$ cat config.mk
export PLATFORM = sky130hd
export DESIGN_NAME = scanout_fetch
export DESIGN_NICKNAME = d
export VERILOG_FILES = /design/src/rtl/scanout_fetch.sv
export SDC_FILE = /design/constraint.sdc
export NUM_CORES = 1
export LEC_CHECK = 0
export CORE_MARGIN = 2
export CORE_UTILIZATION = 25
export DETAILED_ROUTE_END_ITERATION = 16
export GPL_ROUTABILITY_DRIVEN = 0
export MAX_ROUTING_LAYER = met4
export PLACE_DENSITY = 0.44
export SLEW_MARGIN = 20
export SYNTH_ARGS = -nofsm -noshare
export SYNTH_HDL_FRONTEND = slang
export SYNTH_SLANG_ARGS = --single-unit
$ cat constraint.sdc
create_clock -name clk -period 4.9 [get_ports clk]
set_input_delay 0.49 -clock clk [delete_from_list [all_inputs] [get_ports clk]]
set_output_delay 0.49 -clock clk [all_outputs]
set_load 0.005 [all_outputs]
$ cat src/rtl/scanout_fetch.sv
// rtl/scanout_fetch.sv - frame scan-out read client feeding a first-word-fall-through pixel FIFO
//
// Fetches LINE_WORDS*LINES consecutive 32-bit words per frame from BASE_ADDR
// through a single-outstanding read port and buffers them for the pixel stage.
//
// Ports:
//   clk, rst          system clock, synchronous active-high reset
//   frame_start       one-cycle pulse, (re)starts the frame fetch
//   mem_addr/mem_read read request to the memory controller (held until mem_ready)
//   mem_ready         one-cycle response strobe, mem_rddata valid with it
//   px_valid/px_data  FIFO head, popped on px_valid & px_ready
//   level             FIFO occupancy
//   underrun          sticky: consumer was ready on an empty FIFO mid-frame
//   frame_done        one-cycle pulse after the last word of the frame is pushed
//
// Optional build macro SCANOUT_UNDERRUN_CNT_EN adds underrun_count[15:0], a
// saturating count of underrun cycles cleared by rst or frame_start.
module scanout_fetch #(
  parameter logic [19:0] BASE_ADDR  = 20'h00000,
  parameter int          LINE_WORDS = 160,
  parameter int          LINES      = 120,
  parameter int          FIFO_DEPTH = 16
) (
  input  logic                          clk,
  input  logic                          rst,
  input  logic                          frame_start,
  output logic [19:0]                   mem_addr,
  output logic                          mem_read,
  input  logic                          mem_ready,
  input  logic [31:0]                   mem_rddata,
  output logic                          px_valid,
  output logic [31:0]                   px_data,
  input  logic                          px_ready,
  output logic [$clog2(FIFO_DEPTH):0]   level,
  output logic                          underrun,
  output logic                          frame_done
`ifdef SCANOUT_UNDERRUN_CNT_EN
  ,
  output logic [15:0]                   underrun_count
`endif
);

  localparam int              AW          = $clog2(FIFO_DEPTH);
  localparam int              LW          = AW + 1;
  localparam logic [19:0]     FRAME_WORDS = 20'(LINE_WORDS * LINES);
  localparam logic [LW-1:0]   DEPTH_L     = LW'(FIFO_DEPTH);
  localparam logic [AW-1:0]   PTR_ONE     = AW'(1);

  typedef enum logic [1:0] {IDLE, GAP, REQ, FLUSH} state_e;

  state_e          state_q, state_d;
  logic [19:0]     addr_q, addr_d;
  logic [19:0]     words_left_q, words_left_d;
  logic [LW-1:0]   level_q, level_d;
  logic [AW-1:0]   wr_ptr_q, rd_ptr_q;
  logic            px_valid_q;
  logic [31:0]     px_data_q;
  logic            mem_read_q;
  logic            underrun_q;
  logic            frame_done_q;
  logic [31:0]     fifo_mem [FIFO_DEPTH];

  logic            reload;
  logic            push;
  logic            pop;
  logic            ur_cond;

  assign pop = px_ready & px_valid_q;
  // An empty FIFO with words still to fetch means the frame is active and starved.
  assign ur_cond = px_ready & ~px_valid_q & (words_left_q != 20'd0);

  always_comb begin
    state_d      = state_q;
    reload       = 1'b0;
    push         = 1'b0;
    case (state_q)
      IDLE: begin
        if (frame_start) begin
          reload  = 1'b1;
          state_d = GAP;
        end
      end
      GAP: begin
        if (frame_start) begin
          reload  = 1'b1;
          state_d = GAP;
        end else if (words_left_q == 20'd0) begin
          state_d = IDLE;
        end else if ((level_q - LW'(pop)) < DEPTH_L) begin
          // Only request when the returning word is guaranteed a slot.
          state_d = REQ;
        end
      end
      REQ: begin
        if (mem_ready) begin
          state_d = GAP;
          // A restart coinciding with the response discards the word.
          if (frame_start) reload = 1'b1;
          else             push   = 1'b1;
        end else if (frame_start) begin
          state_d = FLUSH;
        end
      end
      FLUSH: begin
        // The outstanding read must complete before the port is reused.
        if (mem_ready) begin
          reload  = 1'b1;
          state_d = GAP;
        end
      end
      default: state_d = IDLE;
    endcase

    addr_d       = addr_q;
    words_left_d = words_left_q;
    if (reload) begin
      addr_d       = BASE_ADDR;
      words_left_d = FRAME_WORDS;
    end else if (push) begin
      addr_d       = addr_q + 20'd1;
      words_left_d = words_left_q - 20'd1;
    end

    if (reload) level_d = '0;
    else        level_d = level_q + LW'(push) - LW'(pop);
  end

  always_ff @(posedge clk) begin
    if (rst) begin
      state_q      <= IDLE;
      addr_q       <= BASE_ADDR;
      words_left_q <= '0;
      level_q      <= '0;
      wr_ptr_q     <= '0;
      rd_ptr_q     <= '0;
      px_valid_q   <= 1'b0;
      px_data_q    <= '0;
      mem_read_q   <= 1'b0;
      underrun_q   <= 1'b0;
      frame_done_q <= 1'b0;
    end else begin
      state_q      <= state_d;
      addr_q       <= addr_d;
      words_left_q <= words_left_d;
      level_q      <= level_d;
      px_valid_q   <= (level_d != '0);
      mem_read_q   <= (state_d == REQ) || (state_d == FLUSH);
      frame_done_q <= push && (words_left_q == 20'd1);

      if (reload) begin
        wr_ptr_q <= '0;
        rd_ptr_q <= '0;
      end else begin
        if (push) wr_ptr_q <= wr_ptr_q + PTR_ONE;
        if (pop)  rd_ptr_q <= rd_ptr_q + PTR_ONE;
        // Head register: refill on pop, or take the incoming word when the
        // FIFO is (or is about to become) empty.
        if (pop) begin
          if (level_q > LW'(1)) px_data_q <= fifo_mem[rd_ptr_q + PTR_ONE];
          else if (push)        px_data_q <= mem_rddata;
        end else if (push && (level_q == '0)) begin
          px_data_q <= mem_rddata;
        end
      end

      if (frame_start || reload) underrun_q <= 1'b0;
      else if (ur_cond)          underrun_q <= 1'b1;
    end
  end

  always_ff @(posedge clk) begin
    if (push) fifo_mem[wr_ptr_q] <= mem_rddata;
  end

`ifdef SCANOUT_UNDERRUN_CNT_EN
  logic [15:0] ur_cnt_q;

  always_ff @(posedge clk) begin
    if (rst || frame_start) begin
      ur_cnt_q <= '0;
    end else if (ur_cond && (ur_cnt_q != 16'hFFFF)) begin
      ur_cnt_q <= ur_cnt_q + 16'd1;
    end
  end

  assign underrun_count = ur_cnt_q;
`endif

  assign mem_addr   = addr_q;
  assign mem_read   = mem_read_q;
  assign px_valid   = px_valid_q;
  assign px_data    = px_data_q;
  assign level      = level_q;
  assign underrun   = underrun_q;
  assign frame_done = frame_done_q;

endmodule

# [Word level (Yosys, flattened, before mapping)]
# Memory sizes are Yosys's and may differ from the RTL's.
# Index checks and enable logic that the tools add are counted.
[totals] register_bits=91 mem_bits_rw=512 input_bits=37 memories=1
[mem_list] name="fifo_mem" words=16 width=32 read_ports=1 rd_clocked_by_memory_dff=0 wr=1 line="61" rtl="logic [31:0] fifo_mem [FIFO_DEPTH];"
[classes] addsub=7 n_lt_le_gt_ge=2 eq_ne=7 mux=24 n_bitwise=5 reduce_logical=15
[ops] op="$mux 32" count=4
[ops] op="$mux 15" count=2
[ops] op="$add 20x1->20 const B" count=1
[ops] op="$eq 20x1->1 const B" count=1
[ops] op="$logic_not 20->1" count=1
[ops] op="$reduce_bool 20->1" count=1
[ops] op="$sub 20x1->20 const B" count=1
[ops] op="$mux 2" count=7
[ops] op="$sub 5x1->5" count=2
[ops] op="$add 4x1->4 const B" count=2
[ops] op="$eq 2x2->1 const B" count=4
[ops] op="$mux 1" count=8
[ops] op="$pmux 2 s4" count=1
[ops] op="$reduce_or 2->1" count=3
[ops] op="$add 5x1->5" count=1
[ops] op="$gt 5x1->1 const B" count=1
[ops] op="$logic_not 5->1" count=1
[ops] op="$lt 5x5->1 const B" count=1
[ops] op="$mux 5" count=1
[ops] op="$reduce_bool 5->1" count=1
[ops] op="$reduce_bool 2->1" count=2
[ops] op="$and 1x1->1" count=3
[ops] op="$ne 3x2->1 const B" count=1
[ops] op="$pmux 1 s3" count=1
[ops] op="other kinds (6)" count=9

# [Logic depth before layout (Yosys ltp)]
# Gate-level depths: netlist (run 1).
[depth] word_depth=9 ltp_mapped=13 mapped_depth_nobuf=12

# [Worst setup path before layout (run 1)]
# No wires, ideal clock.
[synth_path] path_kind="input-to-reg" start="input mem_ready" end="memory fifo_mem[0][0], enable pin" t_arrival_ns=3.594 setup_slack_ns=0.845 stages=5 path_cell_list="nor4bb_1 buf_2 buf_1 nand2_1 nor3_1"
[synth_via] elab_chain_cells=4
[synth_lines] element="start, declared" line="29" rtl="input logic mem_ready,"
[synth_lines] element="$mux 1" line="95" rtl="if (mem_ready) begin"
[synth_lines] element="$mux 1" line="76" rtl="case (state_q)"
[synth_lines] element="$mux 1" line="172" rtl="if (push) fifo_mem[wr_ptr_q] <= mem_rddata;"
[synth_lines] element="$mux 1 (not written as such)" line="172"
[synth_lines] element="end, declared" line="61"
# No other way between the ends.

# [Worst setup path in the final report (run 1)]
[layout_path] start="register rd_ptr_q[0]" end="register px_data_q[17], in the netlist px_data[17]"
[layout_via] elab_chain_cells=4
[layout_lines] element="start, declared" line="55" rtl="logic [AW-1:0] wr_ptr_q, rd_ptr_q;"
[layout_lines] element="start signal, assigned" line="155" rtl="if (pop) rd_ptr_q <= rd_ptr_q + PTR_ONE;"
[layout_lines] element="$add 4x1->4" line="159" rtl="if (level_q > LW'(1)) px_data_q <= fifo_mem[rd_ptr_q + PTR_ONE];"
[layout_lines] element="$mem_v2 16x32"
[layout_lines] element="$mux 32" line="159"
[layout_lines] element="$mux 32" line="158" rtl="if (pop) begin"
[layout_lines] element="end signal, assigned" line="159"
[layout_lines] element="end signal, assigned" line="160" rtl="else if (push) px_data_q <= mem_rddata;"
[layout_lines] element="end signal, assigned" line="162" rtl="px_data_q <= mem_rddata;"
[layout_lines] element="end, declared" line="57" rtl="logic [31:0] px_data_q;"
# No other way between the ends.
# A chain may end at the register's enable or synchronous reset.

==> results of run 1 <==
-- power groups by stage --
stage | registers [mW] | clock network (mW) | logic [mW]
2_1_floorplan | 5.76 | 0 | 0.569
3_3_place_gp | 5.81 | 0 | 0.908
3_5_place_dp | 5.81 | 0 | 0.914
4_1_cts | 5.70 | 5.33 | 0.918
5_1_grt | 5.71 | 5.53 | 0.985
6_report | 5.70 | 5.17 | 0.891
-- Yosys cell counts, drive strengths merged (13+ instances only) --
cell	number
dfxtp	90
inv	17
mux2	64
mux4	128
ha	17
a211oi	36
xnor2	23
buf	27
a222oi	32
nand2	28
nor2	99
edfxtp	512
xor2	24
a21oi	13
clkbuf	39
-- registers in the layout (all words and copies together) (netlist names) --
signal        count
px_data          32
underrun          1
px_valid          1
rd_ptr_q          4
mem_addr         20
frame_done        1
fifo_mem        512
level             5
wr_ptr_q          4
state_q           2
words_left_q     20
-- routing by layer --
layer  GRT usage [%]  vias up  share of wire (%)
met1           17.06     6382                 46
li1                -     5300                  -
met3           2.346       83                4.8
met4           3.250        0                1.6
met5               -        -                  0
met2           19.60      273                 47
-- layout by cell type (no fill, tap or decap), types with 4 or more instances in the layout --
cell,netlist,final
and4_1,4,4
xnor2_1,23,23
a21oi_1,13,13
ha_1,17,16
nand4_1,11,11
a222oi_1,32,32
mux4_2,128,128
nand3_1,10,10
nand2_1,28,28
edfxtp_1,512,512
clkinv_2,0,10
mux2_2,60,60
nor2_4,0,13
nor3_1,11,7
clkbuf_1,39,19
clkbuf_16,0,74
dfxtp_1,90,89
a211oi_1,35,35
clkbuf_8,0,7
mux2_1,4,4
nor2b_1,5,4
clkinv_1,1,11
nor2_1,99,86
clkdlybuf4s50_1,0,96
inv_1,16,16
nor4_1,11,11
nor3_2,1,5
xor2_1,23,23
buf_4,3,31
-- cell type report --
class	instances	area (um^2)
timing repair buffer	131	1259
clock inverter	31	292.8
sequential	602	17180
tap	1254	1569
fill	9171	64820
clock buffer	100	2019
antenna	2	5.005
inverter	18	67.56
multi-input combinational	546	6112
-- worst min path at each step --
stage | to | startpoint | slack [ps]
finish | px_data[5]$_SDFFE_PP0P_ | px_data[5]$_SDFFE_PP0P_ | 500
global route | px_data[7]$_SDFFE_PP0P_ | px_data[7]$_SDFFE_PP0P_ | 530
CTS | px_data[5]$_SDFFE_PP0P_ | px_data[5]$_SDFFE_PP0P_ | 510
detailed placement | px_data[5]$_SDFFE_PP0P_ | px_data[5]$_SDFFE_PP0P_ | 500
global placement | words_left_q[7]$_SDFFE_PP0P_ | words_left_q[7]$_SDFFE_PP0P_ | 490
floorplan | rd_ptr_q[1]$_SDFFE_PP0N_ | rd_ptr_q[1]$_SDFFE_PP0N_ | 450
-- through the flow --
| stage | area [um^2] | worst slack, ps | instances | util, % |
|---|---|---|---|---|
| 2_1_floorplan | 23520 | 844.7 | 1232 | - |
| 3_3_place_gp | 26180 | 1299 | 2551 | 28.05 |
| 3_5_place_dp | 26180 | 1297 | 2551 | 28.05 |
| 4_1_cts | 28490 | 1421 | 2682 | 30.53 |
| 5_1_grt | 28500 | 1289 | 2684 | 30.54 |
| 6_report | 28500 | 1537 | 2684 | 30.54 |
-- worst min-delay path, delay by kind of cell, from the launching register on --
| kind | cells | cell delay, ps |
|---|---|---|
| AO/OA/AOI/OAI | 1 | 50 |
| AND/OR/NAND/NOR | 1 | 90 |
| flip-flops | 1 | 310 |
-- cell families after synthesis --
| group | count (synthesis) | synth area share [%] |
|---|---|---|
| AO/OA/AOI/OAI | 88 | 3.038 |
| XOR/XNOR | 47 | 1.782 |
| adder cells (fa/ha/maj) | 18 | 0.9897 |
| buffers and inverters | 84 | 1.692 |
| flip-flops | 602 | 73.04 |
| multiplexers | 192 | 15.32 |
| AND/OR/NAND/NOR | 201 | 4.129 |
==> metrics, run 1 <==
die area 96,530 um^2; CP Data Required Time 5330 ps; Site Rows 112; vias 12,040; port bufs 97; asr flop ratio synth 0%; number of global-route vias before repair 12,690; R2R cell count 6; htree depth 3; largest area contributor in the netlist edfxtp_1; Die X 310.7 um; Max Fclk 0.2973 GHz; CORE AREA 93,330 um^2; vias per cell 4.485; NetSw 2.636 mW; DR DRC count 0; Mean Syn Cell Area 19.09 um^2; combinational power share 7.6%; Bufs and invs on worst path 1; synth top area cells edfxtp_1 65%, mux4_2 12%, dfxtp_1 7.7%; slowest library cell on the worst path ha_4; Die H 310.7 um; LEAKAGE 8.548 nW; Rel. slew slack 40.35%; Worst R2R End px_data[17]$_SDFFE_PP0P_; ys flop type edfxtp_1; clock sink count 602; crit path time final 3363 ps; initial core utilization 25.20%; Clock Tree Buf Depth 3; flops & latches, synth 602; post-synthesis sequential area ratio 73.04%; Setup Buffers After CTS 0; mean routed wirelength per cell 22.14 um; worst setup path endpoint px_data[17]$_SDFFE_PP0P_; global-route wire length before repair 88.16 mm; cells resized by post-CTS repair 0; hold path depth 2; largest net degree at the start of global routing 71; final number of hold-violating endpoints 0; clk slew on worst S/H paths 60 ps; EDFF count, synth 512; CTS tree yes; worst path cell trace ha_4 -> buf_4 -> mux4_2 -> mux2_2 -> a222oi_1 -> a211oi_1; max-slew violations 0; Distinct cells, synth 49; Area Overhead vs Synth 21.22%; switching share of power 22.42%; crit start category flop; # IOs 98; Final nets 1,425; Worst path depth 6; post-synth top area share 65.38%; Synth Net Count 1,287; fin crit share 68.64%; worst hold slack 498.6 ps; HP Class flop to flop; Crit path largest cell delay 800 ps; reg2reg setup slack 1540 ps; final worst clock skew 23.47 ps; Remaining Overflow, GRT 0; Syn Inst Count 1,232; setup violators final 0; clk_lat worst skew 610 ps; Crit. Startpoint rd_ptr_q[0]$_SDFFE_PP0N_; # Max-Cap Violations 0; Synth Warn # 0; CTS Hold Bufs 0; crit path max fanout 48; placed wire-length estimate 31.24 mm; DR iter-0 viols 1,031; post-synthesis cell area 23,520 um^2; routed wire length 59.43 mm; Detail Route Antenna Nets 0; Critical Path End Type flop; critical path arrival 3790 ps; worst r2r src rd_ptr_q[0]$_SDFFE_PP0N_; fraction of layout cells with a size suffix above 1 24.79%; PwrDens 412.4 nW/um^2; Sum Neg Setup Slack 0 ps; Reg power frac 48.5%; Overall Power 11.76 mW; Tot GR Track Use 12.63%; CTS root buf clkbuf_16; TritonCTS buffer count 71; Int Power 9.120 mW; Crit Path Class flop to flop; unrepaired setup endpoints after global routing false; Worst-Margin Slew 894.7 ps; cell family with most CP delay adder cells; outcome complete, no violations; Peak VDD IR 0.2158 mV; initial antenna violation count 4; Clk pwr share 44.0%; DRT Pass-1 Iters 7
(Power assumes the default switching activity.)
==> inputs of run 2 (changes only) <==
Clock period 4.9 ns to 3.43 ns, I/O delays scaled along.
==> run 2 against run 1 <==
Effect of this change:
- wire length is 0.35% higher
- hold slack worse by 100 ps
- utilization is 0.25 points higher
- cell count is 0.71% higher
- sequential share of layout area is 0.49 points lower
==> metrics, run 2 (synthesis results as in run 1) <==
unrepaired setup endpoints after global routing false (unchanged); DR iter-0 viols 1,040 (was 1,031); htree depth 3 (unchanged); combinational power share 7.9% (was 7.6%); fin util 30.79% (was 30.54%); Detail Route Antenna Nets 0 (unchanged); Worst R2R End px_data[13]$_SDFFE_PP0P_ (was px_data[17]$_SDFFE_PP0P_); Setup Buffers After CTS 0 (unchanged); number of global-route vias before repair 12,580 (was 12,690); max-slew violations 0 (unchanged); R2R cell count 8 (was 6); mean routed wirelength per cell 22.06 um (was 22.14 um); worst setup path endpoint px_data[13]$_SDFFE_PP0P_ (was px_data[17]$_SDFFE_PP0P_); Rel. slew slack 38.41% (was 40.35%); switching share of power 22.60% (was 22.42%); Clk pwr share 43.3% (was 44.0%); Remaining Overflow, GRT 0 (unchanged); CP Data Required Time 3940 ps (was 5330 ps); crit path time final 2796 ps (was 3363 ps); fin crit share 81.52% (was 68.64%); setup violators final 0 (unchanged); met1 Track Usage GR 17.04% (was 17.06%); Sum Neg Setup Slack 0 ps (unchanged); Overall Power 16.67 mW (was 11.76 mW); Reg power frac 48.7% (was 48.5%); CTS tree yes (unchanged); Final nets 1,447 (was 1,425); global-route wire length before repair 87.31 mm (was 88.16 mm); number of flip-flops in the largest register 512 (unchanged); vias per cell 4.536 (was 4.485); outcome complete, no violations (unchanged); Final Instance Area 28,740 um^2 (was 28,500 um^2); Worst path depth 8 (was 6); PwrDens 580.0 nW/um^2 (was 412.4 nW/um^2); Crit. Startpoint level[1]$_SDFF_PP0_ (was rd_ptr_q[0]$_SDFFE_PP0N_); crit start category flop (unchanged); # IOs 98 (unchanged); TritonCTS buffer count 70 (was 71); clk_lat worst skew 610 ps (about the same); clk slew on worst S/H paths 60 ps (about the same); final number of hold-violating endpoints 0 (unchanged); DRT Pass-1 Iters 6 (was 7); Die X 310.7 um (unchanged); placed wire-length estimate 32.54 mm (was 31.24 mm); Post-DP Area 26,510 um^2 (was 26,180 um^2); routed wire length 59.64 mm (was 59.43 mm); commonest cells after routing, fill and taps aside 512 x edfxtp_1, 128 x mux4_2, 96 x clkdlybuf4s50_1, 89 x dfxtp_1, 86 x nor2_1 (unchanged); vias 12,260 (was 12,040); LEAKAGE 8.620 nW (was 8.548 nW); CTS root buf clkbuf_16 (unchanged); critical path arrival 3300 ps (was 3790 ps); Site Rows 112 (unchanged); worst hold slack 398.8 ps (was 498.6 ps); Bufs and invs on worst path 2 (was 1); port bufs 97 (unchanged); register bank with the most flops fifo_mem (unchanged); Worst-Margin Slew 921.7 ps (was 894.7 ps); CTS Hold Bufs 0 (unchanged); Crit Path Class flop to flop (unchanged); final worst clock skew 40.12 ps (was 23.47 ps); HP Class input pin to flop (was flop to flop); met2 usage 19.51% (was 19.60%); GRT Max-Usage Layer met2 (unchanged); met3 Track Usage GR 2.239% (was 2.346%); Crit path largest cell delay 810 ps (was 800 ps); largest net degree at the start of global routing 65 (was 71); cell family with most CP delay simple AND/OR/NAND/NOR gates (was adder cells); Area Overhead vs Synth 22.21% (was 21.22%); Tot GR Track Use 12.64% (was 12.63%); # Max-Cap Violations 0 (unchanged); fraction of layout cells with a size suffix above 1 25.50% (was 24.79%); Int Power 12.90 mW (was 9.120 mW); worst r2r src level[1]$_SDFF_PP0_ (was rd_ptr_q[0]$_SDFFE_PP0N_); initial core utilization 25.20% (unchanged); initial antenna violation count 1 (was 4); die area 96,530 um^2 (unchanged); DR DRC count 0 (unchanged); fill cell total of the finished layout 9,148 (was 9,171); reg2reg setup slack 630 ps (was 1540 ps); Critical Path End Type flop (unchanged); crit path max fanout 20 (was 48); NetSw 3.767 mW (was 2.636 mW); clock sink count 602 (unchanged); cells resized by post-CTS repair 0 (unchanged); commonest non-fill, non-tap cell in the layout edfxtp_1 (unchanged); Max Fclk 0.3576 GHz (was 0.2973 GHz); Die H 310.7 um (unchanged); CORE AREA 93,330 um^2 (unchanged); Peak VDD IR 0.3306 mV (was 0.2158 mV); slowest library cell on the worst path nor2_4 (was ha_4); Clock Tree Buf Depth 3 (unchanged); worst path cell trace inv_1 -> ha_1 -> nand2_1 -> o211ai_1 -> nor2_4 -> buf_4 -> a222oi_1 -> a211oi_1 (was ha_4 -> buf_4 -> mux4_2 -> mux2_2 -> a222oi_1 -> a211oi_1)
[run 2: per-layer routing]
metal  up-vias  wire length [um]
li1       5338                 -
met1      6500             27340
met2       318             27810
met3       106              2957
met4         0              1532
met5         -                 0
[run 2: final cells by class]
class	count	area, um^2	area share (%)
diodes	2	5.005	0.01742
clock inverters	36	335.3	1.167
well taps	1254	1569	5.460
flip-flops and latches	602	17180	59.78
clock buffers	91	1892	6.583
multi-input cells	546	6132	21.34
repair buffers	154	1556	5.416
inverters	18	67.56	0.2351
[run 2: worst min path at each step]
stage | cells past startpoint | to | slack (ps) | from
after floorplan | 1 | underrun$_SDFFE_PP0P_ | 420 | frame_start
after global placement | 2 | words_left_q[7]$_SDFFE_PP0P_ | 490 | words_left_q[7]$_SDFFE_PP0P_
after detailed placement | 2 | px_data[21]$_SDFFE_PP0P_ | 500 | px_data[21]$_SDFFE_PP0P_
after CTS | 3 | state_q[1]$_SDFF_PP0_ | 380 | rst
after global routing | 3 | state_q[1]$_SDFF_PP0_ | 390 | rst
final | 3 | state_q[1]$_SDFF_PP0_ | 400 | rst
[run 2: power by group through the flow]
stage                     Combinational (mW)  Sequential, mW  Clock (mW)
after floorplan                        0.814            8.23           0
after global placement                  1.34            8.28           0
after detailed placement                1.35            8.28           0
after CTS                               1.36            8.13        7.44
after global routing                    1.45            8.13        7.71
final                                   1.32            8.12        7.22
[run 2: through the flow]
| stage | instances | worst slack (ps) |
|---|---|---|
| detailed placement | 2574 | 307.8 |
| CTS | 2701 | 646.6 |
| global route | 2702 | 525.6 |
| global placement | 2574 | 299.8 |
| floorplan | 1232 | 372.8 |
| finish | 2703 | 633.9 |
[run 2: worst register-to-register path: cells and delay by family (launching register included)]
kind            cells  cell delay [ps]
fa+ha+maj           1              220
flops               1              470
buf+inv             2              470
simple gates        2              890
compound gates      3              680
==> inputs of run 3 (changes only) <==
Settings changed: PLACE_DENSITY 0.44 to 0.45.
Clock period 3.43 ns to 2.4 ns, I/O delays scaled along.
==> run 3 against run 2 <==
Effect of this change:
- the flow now finishes with violations (negative setup slack)
- critical endpoint is now px_data[31]$_SDFFE_PP0P_
- highest routed layer unchanged
- sequential share of layout area decreased by 4.0 points
- first-iteration DRC count decreased by 6.4%
- largest cell class unchanged
- clock power increased by 54%
- largest power group unchanged
- design area increased by 7.2%
- die area unchanged
- hold slack got worse by 230 ps
- via count increased by 2.8%
- fmax increased by 16%
==> metrics, run 3 (synthesis results as in run 1) <==
outcome complete, but fails checks (was complete, no violations); failing checks negative setup slack; HP Class input pin to flop (unchanged); Die H 310.7 um (unchanged); fraction of layout cells with a size suffix above 1 33.69% (was 25.50%); most used cell, CP buf_4; combinational power share 9.8% (was 7.9%); Final Instance Area 30,790 um^2 (was 28,740 um^2); met2 usage 21.22% (was 19.51%); Critical Path End Type flop (unchanged); Die X 310.7 um (unchanged); CTS tree yes (unchanged); Overall Power 25.10 mW (was 16.67 mW); Final nets 1,593 (was 1,447); CORE AREA 93,330 um^2 (unchanged); placed wire-length estimate 35.76 mm (was 32.54 mm); worst path cell trace ha_4 -> buf_4 -> clkbuf_16 -> mux4_2 -> mux2_2 -> a222oi_1 -> buf_4 -> a211oi_1 (was inv_1 -> ha_1 -> nand2_1 -> o211ai_1 -> nor2_4 -> buf_4 -> a222oi_1 -> a211oi_1); largest net degree at the start of global routing 37 (was 65); vias per cell 4.422 (was 4.536); # Max-Cap Violations 0 (unchanged); max-slew violations 0 (unchanged); hold path start rst (unchanged); crit start category flop (unchanged); CP Data Required Time 2880 ps (was 3940 ps); # IOs 98 (unchanged); Post-DP Area 27,570 um^2 (was 26,510 um^2); number of global-route vias before repair 13,090 (was 12,580); initial core utilization 25.20% (unchanged); commonest cells after routing, fill and taps aside 512 x edfxtp_1, 131 x buf_4, 128 x mux4_2, 96 x clkdlybuf4s50_1 (was 512 x edfxtp_1, 128 x mux4_2, 96 x clkdlybuf4s50_1, 89 x dfxtp_1, 86 x nor2_1); register bank with the most flops fifo_mem (unchanged); final std cells w/o fill 2,851 (was 2,703); worst hold slack 166.8 ps (was 398.8 ps); Max Fclk 0.4153 GHz (was 0.3576 GHz); initial antenna violation count 3 (was 1); Site Rows 112 (unchanged); Tot GR Track Use 13.15% (was 12.64%); Bufs and invs on worst path 3 (was 2); critical path arrival 2890 ps (was 3300 ps); GRT Max-Usage Layer met2 (unchanged); vias 12,610 (was 12,260); LEAKAGE 9.698 nW (was 8.620 nW); TritonCTS buffer count 70 (unchanged); Int Power 19.50 mW (was 12.90 mW); NetSw 5.601 mW (was 3.767 mW); setup violators final 1 (was 0); Clk pwr share 44.1% (was 43.3%); crit path setup slack, layout -8.030 ps (was 633.9 ps); clk_lat worst skew 620 ps (was 610 ps); crit path max fanout 8 (was 20); final number of hold-violating endpoints 0 (unchanged); worst r2r src rd_ptr_q[0]$_SDFFE_PP0N_ (was level[1]$_SDFF_PP0_); mean routed wirelength per cell 22.42 um (was 22.06 um); clock sink count 602 (unchanged); Rel. slew slack 60.68% (was 38.41%); commonest non-fill, non-tap cell in the layout edfxtp_1 (unchanged); DR DRC count 0 (unchanged); slowest library cell on the worst path ha_4 (was nor2_4); CTS Hold Bufs 0 (unchanged); cell family with most CP delay buffers and inverters (was simple AND/OR/NAND/NOR gates); Area Overhead vs Synth 30.96% (was 22.21%); unrepaired setup endpoints after global routing true (was false); fin crit share 100.3% (was 81.52%); routed wire length 63.92 mm (was 59.64 mm); clk slew on worst S/H paths 60 ps (about the same); die area 96,530 um^2 (unchanged); Crit. Startpoint rd_ptr_q[0]$_SDFFE_PP0N_ (was level[1]$_SDFF_PP0_); Worst-Margin Slew 588.0 ps (was 921.7 ps); number of flip-flops in the largest register 512 (unchanged); Crit Path Class flop to flop (unchanged); htree depth 3 (unchanged); Crit path largest cell delay 410 ps (was 810 ps); Detail Route Antenna Nets 0 (unchanged); Clock Tree Buf Depth 3 (unchanged); global-route wire length before repair 90.93 mm (was 87.31 mm); Peak VDD IR 0.4605 mV (was 0.3306 mV); PwrDens 815.0 nW/um^2 (was 580.0 nW/um^2); Remaining Overflow, GRT 0 (unchanged); DRT Pass-1 Iters 5 (was 6); switching share of power 22.32% (was 22.60%); crit path time final 2408 ps (was 2796 ps); DR iter-0 viols 973 (was 1,040); met3 Track Usage GR 2.313% (was 2.239%); Post-Place Cells 2,669 (was 2,574); CTS root buf clkbuf_16 (unchanged); port bufs 97 (unchanged); Reg power frac 46.1% (was 48.7%); met1 Track Usage GR 17.02% (was 17.04%); final worst clock skew 25.89 ps (was 40.12 ps)
-- run 3: cell types whose count changed in the layout (fill, tap and decap cells not counted), sizes merged --
cell and change:
buf +136, bufinv +5, clkbuf +14, clkinv -9
clkinvlp -2, diode +1, inv +3
-- run 3: worst reg2reg max path, stage by stage, from the launching register on --
cell,delay (ps)
dfxtp_4,380
ha_4,410
buf_4,200
clkbuf_16,170
mux4_2,280
mux2_2,270
a222oi_1,310
buf_4,200
a211oi_1,70
-- run 3: cell type report --
type	count	area, um^2
Antenna cell	3	7.507
Clock buffer	95	1938
Multi-Input combinational cell	546	6215
Timing Repair Buffer	300	3362
Tap cell	1254	1569
Fill cell	9030	62540
Inverter	18	70.07
Sequential cell	602	17180
Clock inverter	33	449.2
-- run 3: power groups by stage --
stage,clock (mW),combinational [mW],sequential [mW]
6_report,11.1,2.46,11.6
5_1_grt,11.8,2.68,11.6
4_1_cts,11.4,2.26,11.6
3_5_place_dp,0,2.21,11.8
3_3_place_gp,0,2.20,11.8
2_1_floorplan,0,1.17,11.8
-- run 3: worst paths after layout --
check / slack, ps / depth (start not counted) / end
worst max register to register: -8 / 8 / px_data[31]$_SDFFE_PP0P_
worst min-delay path: 170 / 3 / state_q[1]$_SDFF_PP0_
worst max-delay path: -8 / 8 / px_data[31]$_SDFFE_PP0P_
worst min register to register: 500 / 2 / px_data[23]$_SDFFE_PP0P_
-- run 3: through the flow --
| stage | TNS [ps] | setup slack [ps] | utilization [%] |
|---|---|---|---|
| finish | -8.030 | -8.030 | 33.00 |
| global route | -1179 | -106.4 | 33.00 |
| CTS | -40.85 | -17.89 | 32.26 |
| detailed placement | -46560 | -482.2 | 29.54 |
| global placement | -45150 | -530.6 | 29.54 |
| floorplan | -12470 | -230.1 | - |
-- run 3: routing by layer --
layer	vias to the layer above	part of all wire (%)
li1	5649	-
met1	6601	45
met2	280	50
met3	78	4.1
met4	0	1.6
met5	-	0
-- run 3: repair_timing --
item	CTS	global route
pin swaps	11	40
setup endpoints to repair	18	29
gates cloned	0	13
setup buffers	10	28
resized for setup	10	31
==> variant (config.mk and constraints of run 2) <==
Add a define of `SCANOUT_UNDERRUN_CNT_EN`.
--- a/src/rtl/scanout_fetch.sv
+++ b/src/rtl/scanout_fetch.sv
@@ -15,6 +15,8 @@
 //
 // Optional build macro SCANOUT_UNDERRUN_CNT_EN adds underrun_count[15:0], a
 // saturating count of underrun cycles cleared by rst or frame_start.
+`define SCANOUT_UNDERRUN_CNT_EN
+
 module scanout_fetch #(
   parameter logic [19:0] BASE_ADDR  = 20'h00000,
   parameter int          LINE_WORDS = 160,
Formal check against the unedited RTL (old outputs only; new: underrun_count): no difference found for any inputs over 4 cycles, from zero or initial values and one cycle with rst high; that may be too few to reach the edited logic, so the function may still have changed.
==> variant against run 2 <==
Synthesized area increased by 3.3%; total power increased by 2.0%; worst setup slack improved by 0.062 ns; critical path depth decreased by 2; routed wire length increased by 5.5%; combinational power decreased by 5%; cell count increased by 4.7%; synthesized cell count increased by 8.7%; sequential cell count increased by 16; design area increased by 3.9%; largest power group unchanged; highest routed layer unchanged.
==> variant: results (changes against run 2) <==
- Outcome: completed (unchanged).
- The total number of H-tree levels came to 3 (unchanged).
- The layout cell share with drive strength beyond 1 came to 23.2% (was 25.5%).
- The time the final worst path needs with I/O delays and setup was 2.73 ns (was 2.80 ns).
- The gate family responsible for the most delay along the worst path is compound AO/OA/AOI/OAI gates (was simple AND/OR/NAND/NOR gates).
- The leakage power of the design is 8.84 nW (was 8.62 nW).
- The count of warnings emitted by yosys was 0 (unchanged).
- Largest cells by area after synthesis: edfxtp_1, mux4_2, dfxtp_1 (unchanged).
- The register-to-register setup slack is 0.70 ns (was 0.63 ns).
- The most frequent cell after synthesis was edfxtp_1 (unchanged).
- The post-CTS setup-driven buffer insertion count is 0 (unchanged).
- The via-per-instance ratio was 4.63 (was 4.54).
- The TritonCTS buffer count came to 74 (was 70).
- The area growth from synthesis to layout is 22.9% (was 22.2%).
- The placed cell area is 27500 µm² (was 26500 µm²).
- The first-pass detailed-route iteration total is 8 (was 6).
- Leading post-synthesis cells by instance count: edfxtp_1, mux4_2, dfxtp_1 (was edfxtp_1, mux4_2, nor2_1).
- The first-iteration detailed-routing DRC count is 1075 (was 1040).
- The number of standard cells in the final layout excluding fillers is 2831 (was 2703).
- The post-synthesis area per instance is 18.1 µm² (was 19.1 µm²).
- The pin count of the biggest net entering global routing was 65 (unchanged).
- The sequential share of the synthesized area is 72.0% (was 73.0%).
- The clock root buffer master is clkbuf_16 (unchanged).
- The share of flip-flops with an asynchronous set or reset after synthesis is 0% (unchanged).
- The type of the tightest min-delay check is in2reg (unchanged).
- The post-DP HPWL was 32.2 mm (was 32.5 mm).
- The layout filler cell count is 9404 (was 9148).
- The count of port buffers added during placement is 113 (was 97).
- The number of distinct library cell variants in the gate-level netlist after synthesis is 48 (was 49).
- The clock-pin slew on the worst setup and hold paths is 0.05 ns.
- The largest stage delay on the critical path is 0.55 ns (was 0.81 ns).
- The latest clock arrival within the worst-skew pair is ~0.62 ns.
- The number of flip-flops in the largest register came to 512 (unchanged).
- The worst-path cell with the longest stage delay is dfxtp_4 (was nor2_4).
- The post-cts resize count is 0 (unchanged).
- The peak ir drop on the vdd network is 287 µV (was 331 µV).
- The net count after synthesis is 1394 (was 1287).
- The worst clock skew on the final layout is 0.0262 ns (was 0.0401 ns).
- The first-pass GRT wire length was 92.8 mm (was 87.3 mm).
- The average wire per cell in the routed design was 22.2 µm (was 22.1 µm).
- The count of placed standard cells including taps is 2694 (was 2574).
- The net count reported at finish was 1549 (was 1447).
- The count of pins over their slew limit came to 0 (unchanged).
- The slew at the pin closest to its max-slew limit came to 0.807 ns (was 0.922 ns).
- The maximum root-to-sink buffer count came to 3 (unchanged).
- The number of global-route vias before repair is 13474 (was 12578).
- The overall global routing resource usage came to 13.1% (was 12.6%).
- The number of antenna violations at the first check in global routing was 3 (was 1).
- The number of flops mapped to enable cells by yosys is 512 (unchanged).
- The peak fanout along the critical path is 64 (was 20).
- The register ranked first by flip-flop count is fifo_mem (unchanged).
- The data arrival time at the worst-slack endpoint is 3.18 ns (was 3.30 ns).
-- variant: worst paths after layout --
| kind | start | end | cells after the start |
|---|---|---|---|
| setup reg to reg | rd_ptr_q[0] | px_data[30] | 6 |
| setup / recovery | rd_ptr_q[0] | px_data[30] | 6 |
| hold / removal | rst | level[0] | 3 |
| hold reg to reg | underrun | underrun | 2 |
-- variant: area by class of cell --
class / instances / share of cell area [%]
antenna: 4 / 0.0335
clock buffer: 101 / 6.68
clock inverter: 32 / 1.16
inverter: 21 / 0.264
multi-input combinational: 626 / 22.1
sequential: 618 / 58.6
tap: 1276 / 5.35
timing repair buffer: 153 / 5.78
-- variant: kinds of logic after synthesis --
group | after synthesis | synth area share [%]
and+or+nand+nor | 245 | 5.02
DFF | 618 | 72.0
buffers and inverters | 95 | 1.56
muxes | 192 | 14.8
AOI/OAI and AO/OA | 126 | 3.95
adders and majority gates | 18 | 0.958
xor gates and xnor gates | 45 | 1.62
-- variant: worst register-to-register path: stages, from the launching register on --
cell	delay, ns
dfxtp_4	0.55
nand3_1	0.27
xor2_4	0.22
buf_12	0.43
mux2_2	0.42
a222oi_1	0.54
a211oi_1	0.16
-- variant: metrics by stage --
step                      hold WS (ns)  setup WS, ns  TNS (ns)
after floorplan                  0.442      -0.00546     -1.05
after global routing             0.190         0.479         0
final                            0.200         0.696         0
after global placement           0.446         0.301         0
after CTS                        0.167         0.521         0
after detailed placement         0.459         0.297         0
-- variant: power by group --
part	internal [mW]	switching (mW)	total, mW
sequential	8.17	0.0648	8.24
combinational	0.596	0.654	1.25
clock	4.41	3.10	7.51
total	13.2	3.82	17.0
-- variant: layer usage --
layer  track usage [%]  vias up  wire, µm
met2              20.7      338     29800
met5                 -        -         0
met3              2.49       88      2850
met4              3.11        0      1140
li1                  -     5763         -
met1              17.4     6919     29100
